<file path="src/rtl/stream_pkg.sv">
// rtl/stream_pkg.sv - shared stream handshake types and statistics counter width
package stream_pkg;

  // Valid/ready pair of one stream interface
  typedef struct packed {
    logic valid;
    logic ready;
  } stream_hs_t;

  // Width of the optional write/stall statistics counters
  localparam int STATS_CW = 32;

endpackage

</file>
<file path="src/rtl/stream_skid_buf.sv">
// rtl/stream_skid_buf.sv - output register plus skid register with fully registered ready
module stream_skid_buf
  import stream_pkg::*;
#(
  parameter int DW = 32
) (
  input  logic          clk,
  input  logic          rst,
  input  logic          flush,
  input  logic [DW-1:0] in_data,
  input  logic          in_valid,
  output logic          in_ready,
  output logic [DW-1:0] out_data,
  output logic          out_valid,
  input  logic          out_ready
);

  stream_hs_t    in_hs;
  logic          accept;
  logic          advance;
  logic          skid_valid;
  logic [DW-1:0] skid_data;
  logic          out_valid_d;
  logic          skid_valid_d;
  logic [DW-1:0] out_data_d;
  logic [DW-1:0] skid_data_d;

  assign in_hs   = '{valid: in_valid, ready: in_ready};
  assign accept  = in_hs.valid && in_hs.ready;
  // The output register may take a new word when it is empty or being drained this cycle
  assign advance = !out_valid || out_ready;

  // Next state of both registers; skid refills out before any new word, keeping order
  always_comb begin
    out_valid_d  = out_valid;
    out_data_d   = out_data;
    skid_valid_d = skid_valid;
    skid_data_d  = skid_data;
    if (flush) begin
      out_valid_d  = 1'b0;
      skid_valid_d = 1'b0;
    end else if (skid_valid && advance) begin
      out_valid_d  = 1'b1;
      out_data_d   = skid_data;
      skid_valid_d = 1'b0;
    end else if (accept && advance) begin
      out_valid_d  = 1'b1;
      out_data_d   = in_data;
    end else if (accept) begin
      skid_valid_d = 1'b1;
      skid_data_d  = in_data;
    end else if (advance) begin
      out_valid_d  = 1'b0;
    end
  end

  // Register update; ready is a flop so the source never sees a combinational path
  always_ff @(posedge clk) begin
    if (rst) begin
      out_valid  <= 1'b0;
      out_data   <= '0;
      skid_valid <= 1'b0;
      skid_data  <= '0;
      in_ready   <= 1'b0;
    end else begin
      out_valid  <= out_valid_d;
      out_data   <= out_data_d;
      skid_valid <= skid_valid_d;
      skid_data  <= skid_data_d;
      in_ready   <= !skid_valid_d;
    end
  end

endmodule

</file>
<file path="src/rtl/stream_fifo_wr_if.sv">
// rtl/stream_fifo_wr_if.sv - stream sink to FIFO write port adapter; STREAM_FIFO_WR_IF_STATS_EN adds counters
module stream_fifo_wr_if
  import stream_pkg::*;
#(
  parameter int DW = 32
) (
  input  logic                clk,
  input  logic                rst,
  input  logic [DW-1:0]       stream_s_data_i,
  input  logic                stream_s_valid_i,
  output logic                stream_s_ready_o,
  output logic [DW-1:0]       fifo_data_o,
  output logic                fifo_wr_en_o,
  input  logic                fifo_full_i,
  input  logic                flush_i
`ifdef STREAM_FIFO_WR_IF_STATS_EN
  ,
  output logic [STATS_CW-1:0] wr_count_o,
  output logic [STATS_CW-1:0] stall_count_o
`endif
);

  logic out_valid;

  stream_skid_buf #(
    .DW(DW)
  ) u_skid (
    .clk      (clk),
    .rst      (rst),
    .flush    (flush_i),
    .in_data  (stream_s_data_i),
    .in_valid (stream_s_valid_i),
    .in_ready (stream_s_ready_o),
    .out_data (fifo_data_o),
    .out_valid(out_valid),
    .out_ready(!fifo_full_i)
  );

  // Write strobe is combinational so a held word lands the same cycle full drops; never during reset
  assign fifo_wr_en_o = out_valid && !fifo_full_i && !rst;

`ifdef STREAM_FIFO_WR_IF_STATS_EN
  // Free-running write and stall counters; only reset clears them, flush does not
  always_ff @(posedge clk) begin
    if (rst) begin
      wr_count_o    <= '0;
      stall_count_o <= '0;
    end else begin
      if (fifo_wr_en_o) wr_count_o <= wr_count_o + 1'b1;
      if (out_valid && fifo_full_i) stall_count_o <= stall_count_o + 1'b1;
    end
  end
`endif

endmodule

</file>
<file path="config.mk">
export PLATFORM = sky130hd
export DESIGN_NAME = stream_fifo_wr_if
export DESIGN_NICKNAME = d
export VERILOG_FILES = /design/src/rtl/stream_pkg.sv /design/src/rtl/stream_skid_buf.sv /design/src/rtl/stream_fifo_wr_if.sv
export SDC_FILE = /design/constraint.sdc
export NUM_CORES = 1
export LEC_CHECK = 0
export ABC_AREA = 0
export CORE_AREA = 2 2 88 90
export DETAILED_ROUTE_END_ITERATION = 6
export DIE_AREA = 0 0 90 92
export PLACE_DENSITY = 0.84
export SLEW_MARGIN = 20
export SYNTH_ARGS = -nofsm -noshare
export SYNTH_HDL_FRONTEND = slang
export SYNTH_SLANG_ARGS = --single-unit
</file>
<file path="constraint.sdc">
create_clock -name clk -period 1.3 [get_ports clk]
set_clock_uncertainty 0.1 [all_clocks]
set_input_delay 0.26 -clock clk [delete_from_list [all_inputs] [get_ports clk]]
set_output_delay 0.26 -clock clk [all_outputs]
set_load 0.01 [all_outputs]
</file>
## Yosys cells after proc, flatten, opt, wreduce, memory -nomap -nowiden

Cells that the tools add are included.

| storage, ports and cells | value |
|---|---|
| flip-flop bits (word level) | 67 |
| latch bits | 0 |
| memory bits (writable) | 0 |
| bits in read-only memories | 0 |
| input port bits | 37 |
| word-level logic and storage cells | 35 |
| memories kept | 0 |

| operators by class | value |
|---|---|
| $add $sub $neg | 0 |
| $mul | 0 |
| divide/modulo/power cells | 0 |
| magnitude comparators | 0 |
| eq/ne operators | 1 |
| shift operators | 0 |
| mux-type cells | 10 |
| bitwise gates (word level) | 3 |
| reductions and logical operators | 16 |

Operators by type and width:

| operator | count |
|---|---|
| 2-to-1 mux 32 bit | 2 |
| 2-to-1 mux 1 bit | 8 |
| logical AND 1 bit | 5 |
| zero test 1 bit | 4 |
| AND reduction 2 bit | 2 |
| AND reduction 4 bit | 1 |
| != test 3 bit (second input constant) | 1 |
| inverter 1 bit | 3 |
| nonzero test 3 bit | 1 |
| nonzero test 2 bit | 1 |
| OR reduction 2 bit | 1 |
| logical OR 1 bit | 1 |

## Logic depth before layout (Yosys ltp)

| logic depth | value |
|---|---|
| depth in word-level cells | 7 |
| mapped depth | 6 |
| depth with buffers taken out | 3 |

## Cells and area by module

Synthesis repeated with hierarchy kept, for this count alone.

| unflattened totals | value |
|---|---|
| cells, all modules | 336 |
| area total of the unflattened synthesis | 3236.9 um2 |

By module, submodules not included:

| module | instances | cells an instance | area an instance (um2) |
|---|---|---|---|
| stream_skid_buf | 1 | 334 | 3220.6 |
| stream_fifo_wr_if | 1 | 2 | 16.3 |

## Worst setup path after synthesis

OpenSTA, ideal clock, no wires.

| path | value |
|---|---|
| path kind | reg2reg |
| start point | register u_skid.in_ready |
| end point | register u_skid.skid_data[0] |
| library setup time | 0.072 ns |
| data arrival time | 1.186 ns |
| required time | 1.128 ns |
| setup slack | -0.057 ns |
| cell stages (with the launch flop) | 5 |
| clock period less this slack | 1.357 ns |
| path through | dfxtp_1 > nand2_1 > nor3_4 > buf_6 > mux2i_1 |

| between the ends | value |
|---|---|
| word-level cells in the longest chain between the ends | 4 |

Ends and longest elaborated chain:

| element | line | text |
|---|---|---|
| start, declared | stream_skid_buf.sv:12 | `output logic in_ready,` |
| start signal, assigned | stream_skid_buf.sv:70 | `in_ready <= !skid_valid_d;` |
| logical AND 1 bit (*) | stream_skid_buf.sv:29 | `assign accept = in_hs.valid && in_hs.ready;` |
| logical AND 1 bit | stream_skid_buf.sv:46 | `end else if (accept && advance) begin` |
| inverter 1 bit (no line) | n/a |  |
| AND reduction 4 bit (no line) (*) | n/a |  |
| end signal, assigned | stream_skid_buf.sv:69 | `skid_data <= skid_data_d;` |
| end, declared | stream_skid_buf.sv:22 | `logic [DW-1:0] skid_data;` |

Every way passes the cells marked *; elsewhere a longest branch is shown, timed or not.
A chain may end at the register's enable or synchronous reset.

## Worst setup path in the final report

| path | value |
|---|---|
| start point | register u_skid.out_valid |
| end point | register u_skid.skid_data[25] |

| between the ends | value |
|---|---|
| word-level cells in the longest chain between the ends | 5 |
| elaborated cells on any way between the ends | 7 |

Ends and longest elaborated chain:

| element | line | text |
|---|---|---|
| start, declared | stream_skid_buf.sv:14 | `output logic out_valid,` |
| start signal, assigned | stream_skid_buf.sv:66 | `out_valid <= out_valid_d;` |
| zero test 1 bit (*) | stream_skid_buf.sv:31 | `assign advance = !out_valid \|\| out_ready;` |
| logical OR 1 bit (*) | stream_skid_buf.sv:31 |  |
| logical AND 1 bit (on tied branches) | stream_skid_buf.sv:42, stream_skid_buf.sv:46 |  |
| inverter 1 bit (no line) | n/a |  |
| AND reduction 4 bit (no line) (*) | n/a |  |

Marked as above.

==> summary.md <==
| Metric | Value |
|---|---|
| DR WL/cell | about 16 um |
| Seq/Total Area, Yosys | 0.419 |
| Leakage | 1.52 nW |
| Final setup vio count | 65 |
| TritonCTS buffer count | 9 |
| Cell Area, Placed | 4030 um^2 |
| RSZ-0062 raised after global routing | yes |
| Setup WS post-layout | -0.120 ns |
| Critical path capture point type | flip-flop |
| Remaining DRCs | 0 |
| Req. time, crit path | 1.44 ns |
| Slowest cell on the critical path | dfxtp_2 |
| Slew headroom | 0.748 |
| Global routing's busiest layer | met2 |
| DRT antenna net count | 0 |
| Syn_area_per_cell | 10.7 um^2 |
| Clock Latency Late Sink | 0.32 ns |
| Die Span Y | 92 um |
| CTS clk-pin slew, worst paths | roughly 0.070 ns |
| GRT Resource Usage Total | 0.186 |
| Clk buf depth | 2 |
| Net Count, Synth | 336 |
| Final Net Count | 418 |
| CP bufs+invs | 3 |
| Layout cells sized above 1 | 0.340 |
| Via count | ~2500 |
| Arrival time worst endpoint | ~1.6 ns |
| Fin crit share | 1.09 |
| Vias in the first global route | 2617 |
| Hold-fix buffers, CTS | 0 |
| Hold violation count in the final report | 0 |
| Total clock sinks | 67 |
| CTS tree | built |
| Setup Crit Path Kind | reg -> reg |
| Cell Chain, Critical Path | buf_6 > nand2_4 > nor3_4 > buf_6 > buf_12 > mux2i_1 |
| Die W | 90 um |
| Hold_ws | 0.179 ns |
| P per Cell Area | 957 nW/um^2 |
| PortBufs | 70 |
| Minimum clock period | 1.42 ns |
| Yosys reg bits | 67 |
| Final setup TNS | -4.16 ns |
| Max capacitance violation total | 0 |
| Yosys top cell area share | 0.419 |
| Worst ir drop on vdd | 0.000636 V |
| Synth top area cells | dfxtp_1 42%, mux2i_1 20%, nand2b_1 13% |
| Yosys warning count | 0 |
| Ant. Diodes | 0 |
| Delay-heaviest family, CP | buffers and inverters |
| Final Core Density | 0.599 |
| I/O Pins | 71 |
| Core box area | 7450 um^2 |
| GR Util met2 | 0.334 |
| Pre-antenna DRT Iters | 4 |
| Pre-CTS WS | -0.653 ns |
| Area growth syn-to-layout | 39.4% |
| Detailed Place HPWL | 4610 um |
| Worst Hold Class | in -> reg |
| M1 GR Usage | 0.216 |
| Biggest area consumer among synthesized cells | dfxtp_1 |
| Row cnt | 32 |
| Initial core utilization | 0.430 |
| CP dominant cell by count | buf_6 |
| Clock root buffer | clkbuf_8 |
| Placer congestion estimate | 0.729 |
| Yosys cell types | 18 |
| Failing checks | setup timing |
| Crit-path max cell delay | 0.34 ns |
| H-tree depth | 3 |
| Max FO, Critical Path | 8 |
| Max Slew Vio Count | 0 |
| Met3 Use GR | 0.0329 |
| Initial antenna violation count | 0 |
| Die ar. | 8280 um^2 |
| Final WL | 7710 um |
| Via/cell ratio | 5.12 |
| Largest net degree at the start of global routing | 97 |
| Max Fclk | 704 MHz |
| First-pass GRT wire length | about 12000 um |
| Worst setup SP type | flip-flop |
| Post-Syn Area | 3200 um^2 |
| Post-Layout Inst Area | 4460 um^2 |
| DRT iter0 DRCs | just over 90 |
| Status | complete, but fails checks |
| Worst slew pin tran | 0.378 ns |
| Synthesized instance count | 299 |
| Most frequent cells in the layout | 64 x nand2b_1, 64 x mux2i_1, 58 x dfxtp_1 |
| Grt total ovfl | 0 |
-- kinds of logic (layout without fill, tap and decap cells) --
logic type      Yosys count  count (layout)  share of synthesized area
simple gates             72              73                      0.142
compound gates           68              68                      0.183
flops                    67              67                      0.419
buf+inv                  28             113                     0.0559
mux                      64              64                      0.200
-- synth_stat cells (all sizes together) --
library cell / n
a211oi: 33
nor2: 1
a21oi: 34
nor3: 2
buf: 19
dfxtp: 67
and2: 1
clkbuf: 9
mux2i: 64
nand2: 2
nor4: 1
a21o: 1
nor3b: 1
nand2b: 64
-- per-stage QoR --
stage          cells  power [mW]
2_1_floorplan    299        2.50
3_3_place_gp     457        2.80
3_5_place_dp     457        2.81
4_1_cts          485        4.29
5_1_grt          487        4.45
6_report         487        4.27
-- report_power, final --
| part | internal (mW) | switching [mW] |
|---|---|---|
| Clock | 0.726 | 0.714 |
| Combinational | 0.359 | 0.320 |
| Sequential | 2.11 | 0.0399 |
| Total | 3.20 | 1.07 |
-- per-layer routing --
layer  vias up  wire length [um]  part of all wire
met5         -                 0                 0
met4         0                93             0.012
met3         6               281             0.036
met2        59              4030              0.52
met1      1209              3300              0.43
li1       1221                 -                 -
-- timing repair --
item,4_1_cts,5_1_grt
pin swaps,7,29
gates cloned,4,2
setup endpoints to repair,98,94
setup buffers,9,2
resized for setup,94,53
-- path summary, 6_finish.rpt --
path                               startpoint                                end  slack [ns]  depth (start not counted)
max             u_skid.out_valid$_SDFFE_PP0P_  u_skid.skid_data[25]$_SDFFE_PP0P_       -0.12                          6
min                                       rst   u_skid.out_data[30]$_SDFFE_PP0P_        0.18                          3
max reg2reg     u_skid.out_valid$_SDFFE_PP0P_  u_skid.skid_data[25]$_SDFFE_PP0P_       -0.12                          6
min reg2reg  u_skid.skid_data[3]$_SDFFE_PP0P_   u_skid.skid_data[3]$_SDFFE_PP0P_        0.38                          2
-- cell type report --
cell class / count / area, um^2
fillers: 625 / 2980
multi-input cells: 205 / 1800
flip-flops and latches: 67 / 1360
repair buffers: 98 / 1020
clock buffers: 12 / 145
well taps: 102 / 128
clock inverters: 3 / 15.0
-- flip-flops by register name (all words and copies together) (netlist names) --
| signal | cells |
|---|---|
| u_skid.in_ready | 1 |
| u_skid.out_data | 32 |
| u_skid.skid_data | 32 |
| u_skid.out_valid | 1 |
| u_skid.skid_valid | 1 |
-- tightest hold or removal path, stage by stage --
cell and delay, ns:
buf_2 0.10, buf_4 0.14, a211oi_2 0.04
(Power assumes the default switching activity.)
